[src/rtl/viterbi_pkg.sv]
// Shared Viterbi constants: default trellis sizing and the all-ones
// path-metric helper used for "unreachable" states.
package viterbi_pkg;

    localparam int PM_W_DEF        = 8;
    localparam int NUM_STATES_DEF  = 4;
    localparam int START_STATE_DEF = 0;

    // Low w bits set; callers slice the width they need.
    function automatic logic [63:0] pm_ones(input int w);
        logic [63:0] r;
        r = '0;
        for (int i = 0; i < 64; i++) begin
            if (i < w) r[i] = 1'b1;
        end
        return r;
    endfunction

endpackage

[src/rtl/pm_min_tree.sv]
// Combinational minimum search over N packed W-bit values; returns value and
// index, ties resolved toward the lowest index.
module pm_min_tree #(
    parameter int N = 4,
    parameter int W = 8
) (
    input  logic [N*W-1:0]       vals_i,
    output logic [W-1:0]         min_val_o,
    output logic [$clog2(N)-1:0] min_idx_o
);

    localparam int IW = $clog2(N);

    // Heap-ordered nodes: root at 0, leaves N-1..2N-2 in ascending state order,
    // so a left child always covers lower indices than its sibling.
    logic [W-1:0]  nv [2*N-1];
    logic [IW-1:0] ni [2*N-1];

    always_comb begin
        for (int k = 0; k < N; k++) begin
            nv[N-1+k] = vals_i[k*W +: W];
            ni[N-1+k] = IW'(k);
        end
        for (int i = N-2; i >= 0; i--) begin
            if (nv[2*i+1] <= nv[2*i+2]) begin
                nv[i] = nv[2*i+1];
                ni[i] = ni[2*i+1];
            end else begin
                nv[i] = nv[2*i+2];
                ni[i] = ni[2*i+2];
            end
        end
    end

    assign min_val_o = nv[0];
    assign min_idx_o = ni[0];

endmodule

[src/rtl/pmu_norm.sv]
// Path-metric register with threshold normalisation and best-state tracking.
// Define PMU_NORM_CNT_EN to build the saturating normalisation-event counter.
module pmu_norm
    import viterbi_pkg::*;
#(
    parameter int NUM_STATES  = NUM_STATES_DEF,
    parameter int PM_W        = PM_W_DEF,
    parameter int START_STATE = START_STATE_DEF,
    parameter int NORM_THRESH = 2**(PM_W-1)
) (
    input  logic                          clk,
    input  logic                          rst_n,
    input  logic                          init_i,
    input  logic                          valid_i,
    input  logic [NUM_STATES*PM_W-1:0]    pm_new_i,
    output logic [NUM_STATES*PM_W-1:0]    pm_current_o,
    output logic [$clog2(NUM_STATES)-1:0] best_state_o,
    output logic [PM_W-1:0]               best_pm_o,
    output logic                          norm_o,
    output logic                          valid_o,
    output logic [15:0]                   norm_cnt_o
);

    localparam int                IW        = $clog2(NUM_STATES);
    localparam logic [63:0]       ONES64    = pm_ones(PM_W);
    localparam logic [PM_W-1:0]   PM_ONES   = ONES64[PM_W-1:0];
    localparam logic [PM_W-1:0]   THRESH    = PM_W'(NORM_THRESH);
    localparam logic [IW-1:0]     START_IDX = IW'(START_STATE);

    typedef logic [NUM_STATES-1:0][PM_W-1:0] pm_vec_t;

    pm_vec_t         pm_new, pm_sub, pm_rst, pm_d, pm_q;
    logic [PM_W-1:0] m_new;
    logic [IW-1:0]   new_min_idx_unused;
    logic [PM_W-1:0] best_pm_d, best_pm_q;
    logic [IW-1:0]   best_state_d, best_state_q;
    logic            norm_d, norm_q, valid_d, valid_q;

    assign pm_new = pm_new_i;

    pm_min_tree #(.N(NUM_STATES), .W(PM_W)) u_min_new (
        .vals_i    (pm_new_i),
        .min_val_o (m_new),
        .min_idx_o (new_min_idx_unused)
    );

    // m is the minimum, so every difference is non-negative.
    for (genvar s = 0; s < NUM_STATES; s++) begin : g_state
        assign pm_sub[s] = pm_new[s] - m_new;
        assign pm_rst[s] = (s == START_STATE) ? '0 : PM_ONES;
    end

    always_comb begin
        pm_d    = pm_q;
        norm_d  = 1'b0;
        valid_d = 1'b0;
        if (init_i) begin
            pm_d = pm_rst;
        end else if (valid_i) begin
            valid_d = 1'b1;
            norm_d  = (m_new >= THRESH);
            pm_d    = norm_d ? pm_sub : pm_new;
        end
    end

    // Best state is searched on the value about to be stored, so it is
    // registered alongside the metrics it describes.
    pm_min_tree #(.N(NUM_STATES), .W(PM_W)) u_min_best (
        .vals_i    (pm_d),
        .min_val_o (best_pm_d),
        .min_idx_o (best_state_d)
    );

    always_ff @(posedge clk or negedge rst_n) begin
        if (!rst_n) begin
            pm_q         <= pm_rst;
            best_state_q <= START_IDX;
            best_pm_q    <= '0;
            norm_q       <= 1'b0;
            valid_q      <= 1'b0;
        end else begin
            pm_q         <= pm_d;
            best_state_q <= best_state_d;
            best_pm_q    <= best_pm_d;
            norm_q       <= norm_d;
            valid_q      <= valid_d;
        end
    end

`ifdef PMU_NORM_CNT_EN
    logic [15:0] cnt_d, cnt_q;

    always_comb begin
        cnt_d = cnt_q;
        if (norm_d && (cnt_q != 16'hFFFF)) cnt_d = cnt_q + 16'd1;
    end

    always_ff @(posedge clk or negedge rst_n) begin
        if (!rst_n) cnt_q <= '0;
        else        cnt_q <= cnt_d;
    end

    assign norm_cnt_o = cnt_q;
`else
    assign norm_cnt_o = '0;
`endif

    assign pm_current_o = pm_q;
    assign best_state_o = best_state_q;
    assign best_pm_o    = best_pm_q;
    assign norm_o       = norm_q;
    assign valid_o      = valid_q;

endmodule

[config.mk]
export PLATFORM = sky130hd
export DESIGN_NAME = pmu_norm
export DESIGN_NICKNAME = d
export VERILOG_FILES = /design/src/rtl/viterbi_pkg.sv /design/src/rtl/pm_min_tree.sv /design/src/rtl/pmu_norm.sv
export SDC_FILE = /design/constraint.sdc
export NUM_CORES = 1
export LEC_CHECK = 0
export BUFFER_PORTS_ARGS = -buffer_cell sky130_fd_sc_hd__buf_4
export CORE_MARGIN = 10
export CORE_UTILIZATION = 55
export CTS_BUF_LIST = sky130_fd_sc_hd__clkbuf_4
export DETAILED_ROUTE_END_ITERATION = 6
export PLACE_DENSITY = 0.87
export SYNTH_ARGS = -nofsm -noshare
export SYNTH_HDL_FRONTEND = slang
export SYNTH_HIERARCHICAL = 1
export SYNTH_SLANG_ARGS = --single-unit
[constraint.sdc]
create_clock -name clk -period 10 [get_ports clk]
set_input_delay 2.5 -clock clk [delete_from_list [all_inputs] [get_ports clk]]
set_output_delay 2.5 -clock clk [all_outputs]
set_load 0.02 [all_outputs]
* After elaboration in Yosys (flattened, before gate mapping)
Cells that the tools add are included.
** Word-level totals
- Register bits :: 44
- Output and inout bits :: 60
- Word-level logic and storage cells :: 35
** Cells by class
- Add/subtract/negate cells :: 4
- Order comparisons :: 7
- Multiplexer cells :: 16
** Operators by type and width (count)
- 32-bit 2-to-1 mux :: 3
- 8-bit <= comparator :: 6
- 8-bit 2-to-1 mux :: 6
- 8-bit subtractor :: 4
- 8-bit >= comparator, second input constant :: 1
- 1-bit 2-to-1 mux :: 6
- 2-bit 2-to-1 mux :: 1

* Logic depth before layout (Yosys ltp)
Gate-level depths: netlist of run 1.
- Depth in word-level cells :: 12
- Mapped depth :: 40

* Cells and area by module
The synthesis of run 1 kept the hierarchy.
** Modules (own cells, without submodules)
- pmu_norm :: times used 1, cells each 335, area each 3186.8 µm²
- pm_min_tree :: times used 2, cells each 161, area each 1156.1 µm²

* Worst setup path before layout of run 1
OpenSTA, ideal clock, no wires.
- Kind :: input port to flip-flop
- From :: input port pm_new_i[11]
- To :: register best_pm_q[0] (netlist: best_pm_o[0])
- Setup time :: 0.086 ns
- Arrival time :: 9.645 ns
- Setup slack :: 0.269 ns
- Stages on the path :: 38
- Cell sequence :: inv_1 > ha_1 > a21oi_1 > a21o_1 > buf_2 > and2_1 > buf_6 > o21ai_0 > ha_1 > and4b_1 > a211oi_1 > o22ai_2 > clkbuf_1 > a32oi_1 > ha_1 > inv_1 > fa_1 > a21o_1 > (+2 left out) > mux2i_1 > a31oi_1 > inv_1 > ha_1 > and4_1 > buf_2 > nand2_1 > a21o_1 > buf_2 > and2_1 > buf_6 > o21ai_0 > ha_1 > and4b_1 > a211oi_1 > o22ai_2 > clkbuf_1 > a32oi_1
** RTL lines
- start: declaration :: line pmu_norm.sv:15 : input logic [NUM_STATES*PM_W-1:0] pm_new_i,
- end signal: assignment :: line pmu_norm.sv:84 : best_pm_q <= best_pm_d;
- end: declaration :: line pmu_norm.sv:35 : logic [PM_W-1:0] best_pm_d, best_pm_q;

==> impl_metrics.py, run 1 <==
metrics = {
    "setup_path": {
        "cp_max_fo": 16,
        "crit_required_ns": 10.25,
        "cp_common_cell": "buf_4",
        "r2r_slack_ns": 5.88,
        "worstSetupStartpointType": "primary input",
        "end_kind": "register",
        "r2r-end": "best_pm_o[5]",
        "crit_path_top_delay_cell": "a211oi_1",
        "cp-startpoint": "pm_new_i[27]",
        "cp.arrival_ns": 10.13,
        "ff2ff_path_depth": 16,
        "timing.rr.start": "pm_current_o[11]",
        "criticalPathCategory": "primary input to register",
        "slowest_delay_ns": 0.48,
        "cp-endpoint": "best_pm_o[5]",
    },
    "floorplan": {
        "ios": 96,
        "dieWidth_um": 119.8,
        "rows": 36,
        "start_util_pct": 56.35,
        "dieArea_mm2": 0.01436,
        "coreArea_mm2": 0.009729,
        "die_h_um": 119.8,
    },
    "sta": {
        "fin_crit_ns": 9.877,
        "setup_viol": 0,
        "finalCritPeriodShare_pct": 98.77,
        "fmax_mhz": 101.2,
        "relSlewSlack_pct": 34.88,
        "hold_violations": 0,
        "worstMarginPinSlew_ns": 0.9758,
        "drv_slew": 0,
        "finalClockSkew_ns": 0.01618,
    },
    "route": {
        "vias": 6050,
        "postRouteAntennaNets": 0,
        "drt-initial-drc-count": 559,
        "drc": 0,
        "routedWlPerCell_um": 19.91,
        "avgViaCountPerCell": 6.231,
        "drt_wl_total_um": 19330,
        "dr.pass1.iters": 6,
    },
    "hold_path": {
        "holdPathStages": 1,
        "hp-start": "pm_current_o[29]",
        "hp-class": "register to register",
    },
    "layout": {
        "diodes": 0,
        "finalNonFillerCells": 971,
        "utilization_pct": 73.25,
        "fill_cells": 753,
        "nNetsFinal": 954,
        "syn_to_final_growth_pct": 29.99,
        "drive_gt1_share_pct": 32.22,
    },
    "global_route": {
        "grt_usage_pct": 25.43,
        "grt_pass1_wl_um": 29990,
        "overflow": 0,
        "grt_max_degree": 45,
        "grt_pass1_vias": 5935,
        "antenna_found_initial": 0,
    },
    "placed_design": {
        "hpwlAfterDp_um": 15670,
        "placedCellCount": 962,
        "io_buffers": 79,
        "gp_congestion": 0.9933,
    },
    "clocking": {
        "cts_setup_buffers": 0,
        "cts.htree.levels": 2,
        "cts_tree": "yes",
        "cts_root_buf": "clkbuf_4",
        "insertion_delay_ns": 0.37,
        "cts_resized": 0,
        "clkSinkCount": 44,
        "cts_buffer_depth": 2,
        "numCtsBuffers": 5,
        "cts_hold_buf": 0,
        "clk_pin_slew_ns": 0.13,
    },
    "synth": {
        "netlist_instances": 655,
        "synth_area_per_cell_um2": 8.371,
        "synth_area_mm2": 0.005483,
        "yosys_warnings": 6,
    },
    "power": {
        "power_frac_seq_pct": 16.7,
        "p_leak_uw": 0.003445,
        "pwr-share-comb_pct": 77.5,
        "internal-power_uw": 810.5,
        "ir_drop_mv": 0.1476,
        "power_density_mw_per_mm2": 218.6,
        "switchingPower_uw": 747.5,
        "power_frac_clock_pct": 5.8,
        "switching_share_pct": 47.98,
        "total_power_uw": 1558,
    },
    "job": {
        "maxCapViolations": 0,
    },
    "outcome": {
        "status": "complete, no violations",
    },
}
how the worst min path moves through the flow:
stage	endpoint	slack (ns)
final	pm_current_o[29]	0.57
after global routing	pm_current_o[29]	0.58
after CTS	pm_current_o[29]	0.56
after detailed placement	pm_current_o[29]	0.54
after global placement	pm_current_o[29]	0.53
after floorplan	pm_current_o[30]	0.54
routing by layer:
metal / vias to the layer above / global-route usage [%] / part of all wire, % / routed length [um]
li1: 2823 / - / - / -
met5: - / 0 / 0 / 0
met3: 51 / 3.329 / 7.7 / 1489
met4: 0 / 12.29 / 4.2 / 808
met1: 2877 / 30.32 / 39 / 7601
met2: 299 / 44.15 / 49 / 9433
power by group through the flow:
stage / Clock (uW) / Sequential, uW / Combinational, uW
global route: 99.7 / 263 / 1310
finish: 90.2 / 261 / 1210
floorplan: 0 / 310 / 654
CTS: 92.3 / 259 / 1160
detailed placement: 0 / 262 / 1150
global placement: 0 / 261 / 1120
cell usage in the layout (no fill, tap or decap), types with 21 or more instances in the layout:
cell type / n
a21o_1: 21
a21oi_1: 49
buf_4: 203
dfstp_2: 24
ha_1: 76
inv_1: 51
nand2_1: 23
nand3_1: 48
nor2_1: 34
o21ai_0: 32
final cells by class:
cell class | instances | area [um^2] | area share (%)
multi-input cells | 529 | 4029 | 56.53
repair buffers | 204 | 1544 | 21.66
flip-flops and latches | 44 | 1131 | 15.87
inverters | 53 | 198.9 | 2.791
well taps | 133 | 166.4 | 2.335
clock buffers | 7 | 52.55 | 0.7374
clock inverters | 1 | 5.005 | 0.07022
state kept, by name, indices dropped and copies added (netlist names):
signal	count
pm_current_o	32
best_pm_o	8
best_state_o	2
valid_o	1
norm_o	1
critical path: cells and delay by family:
kind	cells	cell delay [ns]
AOI/OAI and AO/OA	12	2.66
adders and majority gates	6	1.88
and+or+nand+nor	8	1.67
buffers and inverters	9	1.29
xor gates and xnor gates	1	0.11
through the flow:
| step | hold slack [ns] | cell area [um^2] | setup TNS (ns) | setup slack (ns) |
|---|---|---|---|---|
| after floorplan | 0.5438 | 5539 | 0 | 0.3028 |
| after global placement | 0.5332 | 6972 | -0.7281 | -0.1133 |
| after detailed placement | 0.5425 | 6972 | -2.328 | -0.3180 |
| after CTS | 0.5610 | 7029 | 0 | 0.04593 |
| after global routing | 0.5795 | 7127 | -0.1607 | -0.05857 |
| final | 0.5710 | 7127 | 0 | 0.1229 |
Note: power is estimated with default switching activity, not from simulation.
==> run 2: changes to the inputs <==
--- a/config.mk
+++ b/config.mk
@@ -5,13 +5,15 @@
 export SDC_FILE = /design/constraint.sdc
 export NUM_CORES = 1
 export LEC_CHECK = 0
-export BUFFER_PORTS_ARGS = -buffer_cell sky130_fd_sc_hd__buf_4
+export CAP_MARGIN = 15
 export CORE_MARGIN = 10
 export CORE_UTILIZATION = 55
 export CTS_BUF_LIST = sky130_fd_sc_hd__clkbuf_4
 export DETAILED_ROUTE_END_ITERATION = 6
-export PLACE_DENSITY = 0.87
+export DONT_BUFFER_PORTS = 1
+export PLACE_DENSITY = 0.78
 export SYNTH_ARGS = -nofsm -noshare
 export SYNTH_HDL_FRONTEND = slang
 export SYNTH_HIERARCHICAL = 1
 export SYNTH_SLANG_ARGS = --single-unit
+export TNS_END_PERCENT = 30
==> run 2 against run 1 <==
Net effect: sequential share of layout area up 3.5 points; highest routed layer unchanged; largest cell class unchanged; clock power down 3.4%; worst setup slack better by 0.20 ns; sequential power up 24%.
==> impl_metrics.py, run 2 (synthesized netlist as in run 1, its figures left out) <==
metrics = {
    "sta": {
        "setup_viol": 0,
        "fmax_mhz": 103.3,
        "fin_crit_ns": 9.678,
        "rsz0062_at_grt": "true",
        "relSlewSlack_pct": 32.46,
        "hold_violations": 0,
        "finalCritPeriodShare_pct": 96.78,
        "finalClockSkew_ns": 0.01022,
        "drv_slew": 0,
        "worstMarginPinSlew_ns": 1.012,
    },
    "clocking": {
        "clk_pin_slew_ns": 0.11,
        "clkSinkCount": 44,
        "cts_buffer_depth": 2,
        "cts_tree": "yes",
        "numCtsBuffers": 5,
        "cts_resized": 0,
        "cts_root_buf": "clkbuf_4",
        "cts_setup_buffers": 0,
        "insertion_delay_ns": 0.37,
        "cts.htree.levels": 2,
        "cts_hold_buf": 0,
    },
    "power": {
        "power_frac_seq_pct": 24.5,
        "power_density_mw_per_mm2": 225.8,
        "switchingPower_uw": 666.5,
        "internal-power_uw": 648.4,
        "total_power_uw": 1315,
        "switching_share_pct": 50.69,
        "p_leak_uw": 0.002647,
        "power_frac_clock_pct": 6.6,
        "ir_drop_mv": 0.1312,
        "pwr-share-comb_pct": 68.8,
    },
    "layout": {
        "postLayoutCellArea_mm2": 0.005824,
        "mostFrequentLayoutCells": "ha_1 (77), inv_1 (52), a21oi_1 (51)",
        "utilization_pct": 59.86,
        "nNetsFinal": 787,
        "diodes": 0,
        "largest_register_ffs": 32,
        "syn_to_final_growth_pct": 6.230,
        "final_common_cell": "ha_1",
        "drive_gt1_share_pct": 14.46,
    },
    "route": {
        "routedWlPerCell_um": 21.85,
        "avgViaCountPerCell": 6.709,
        "drt_wl_total_um": 17570,
        "vias": 5394,
        "drc": 0,
        "postRouteAntennaNets": 0,
        "drt-initial-drc-count": 561,
        "dr.pass1.iters": 5,
    },
    "floorplan": {
        "coreArea_mm2": 0.009729,
        "die_h_um": 119.8,
        "dieArea_mm2": 0.01436,
        "ios": 96,
        "start_util_pct": 56.35,
        "rows": 36,
        "dieWidth_um": 119.8,
    },
    "setup_path": {
        "cp-startpoint": "pm_new_i[31]",
        "cp-endpoint": "best_pm_o[0]",
        "end_kind": "register",
        "r2r_slack_ns": 5.83,
        "crit_path_top_delay_cell": "a211o_2",
        "slowest_delay_ns": 0.50,
        "criticalPathCategory": "primary input to register",
        "ff2ff_path_depth": 15,
        "cp.arrival_ns": 9.91,
        "timing.rr.start": "pm_current_o[11]",
        "crit_required_ns": 10.23,
        "cp_max_fo": 17,
        "worstSetupStartpointType": "primary input",
        "cp_common_cell": "ha_1",
        "r2r-end": "best_pm_o[0]",
    },
    "placed_design": {
        "io_buffers": 0,
        "gp_congestion": 0.9818,
        "place_area_mm2": 0.005713,
        "hpwlAfterDp_um": 14200,
    },
    "outcome": {
        "status": "complete, no violations",
    },
    "global_route": {
        "grt_pass1_vias": 5212,
        "antenna_found_initial": 0,
        "grt_max_degree": 45,
        "grt_pass1_wl_um": 27250,
        "grt_usage_pct": 23.22,
        "overflow": 0,
    },
    "job": {
        "maxCapViolations": 0,
    },
    "hold_path": {
        "holdPathStages": 1,
        "hp-start": "pm_current_o[29]",
        "hp-class": "register to register",
    },
}
[run 2: worst min-delay path by stage]
stage	end	slack [ns]
2_1_floorplan	pm_current_o[30]	0.54
3_3_place_gp	pm_current_o[30]	0.58
3_5_place_dp	pm_current_o[30]	0.59
4_1_cts	pm_current_o[30]	0.60
5_1_grt	pm_current_o[30]	0.61
6_report	pm_current_o[29]	0.60
[run 2: layout make-up]
cell class                 count  area [um^2]
clock inverter                 1        5.005
multi-input combinational    528         3985
tap                          133        166.4
timing repair buffer          38        285.3
inverter                      53        198.9
sequential                    44         1131
fill                         894         3905
clock buffer                   7        52.55
[run 2: routing by layer]
| layer | wire length, um | global-route usage [%] |
|---|---|---|
| met1 | 6372 | 27.09 |
| met2 | 8660 | 39.86 |
| met3 | 1820 | 4.594 |
| met4 | 715 | 11.31 |
| met5 | 0 | 0 |
[run 2: power by group through the flow]
stage	clock [uW]	sequential (uW)	combinational, uW
after floorplan	0	310	654
after global placement	0	328	832
after detailed placement	0	328	862
after CTS	90.8	325	867
after global routing	97.2	327	1000
final	87.1	323	905
[run 2: through the flow]
stage               setup TNS (ns)  setup WS (ns)  cells  hold slack, ns
floorplan                        0         0.3028    670          0.5438
global placement           -0.1540       -0.04517    796          0.5835
detailed placement          -1.908        -0.2582    796          0.5860
CTS                              0         0.1182    804          0.6046
global route              -0.09481       -0.04855    804          0.6143
finish                           0         0.3220    804          0.6038
[run 2: critical path: cells and delay by family]
| family | cells | cell delay (ns) |
|---|---|---|
| fa+ha+maj | 6 | 1.67 |
| simple gates | 6 | 1.21 |
| compound gates | 16 | 3.68 |
| mux | 1 | 0.23 |
| buf+inv | 5 | 0.60 |
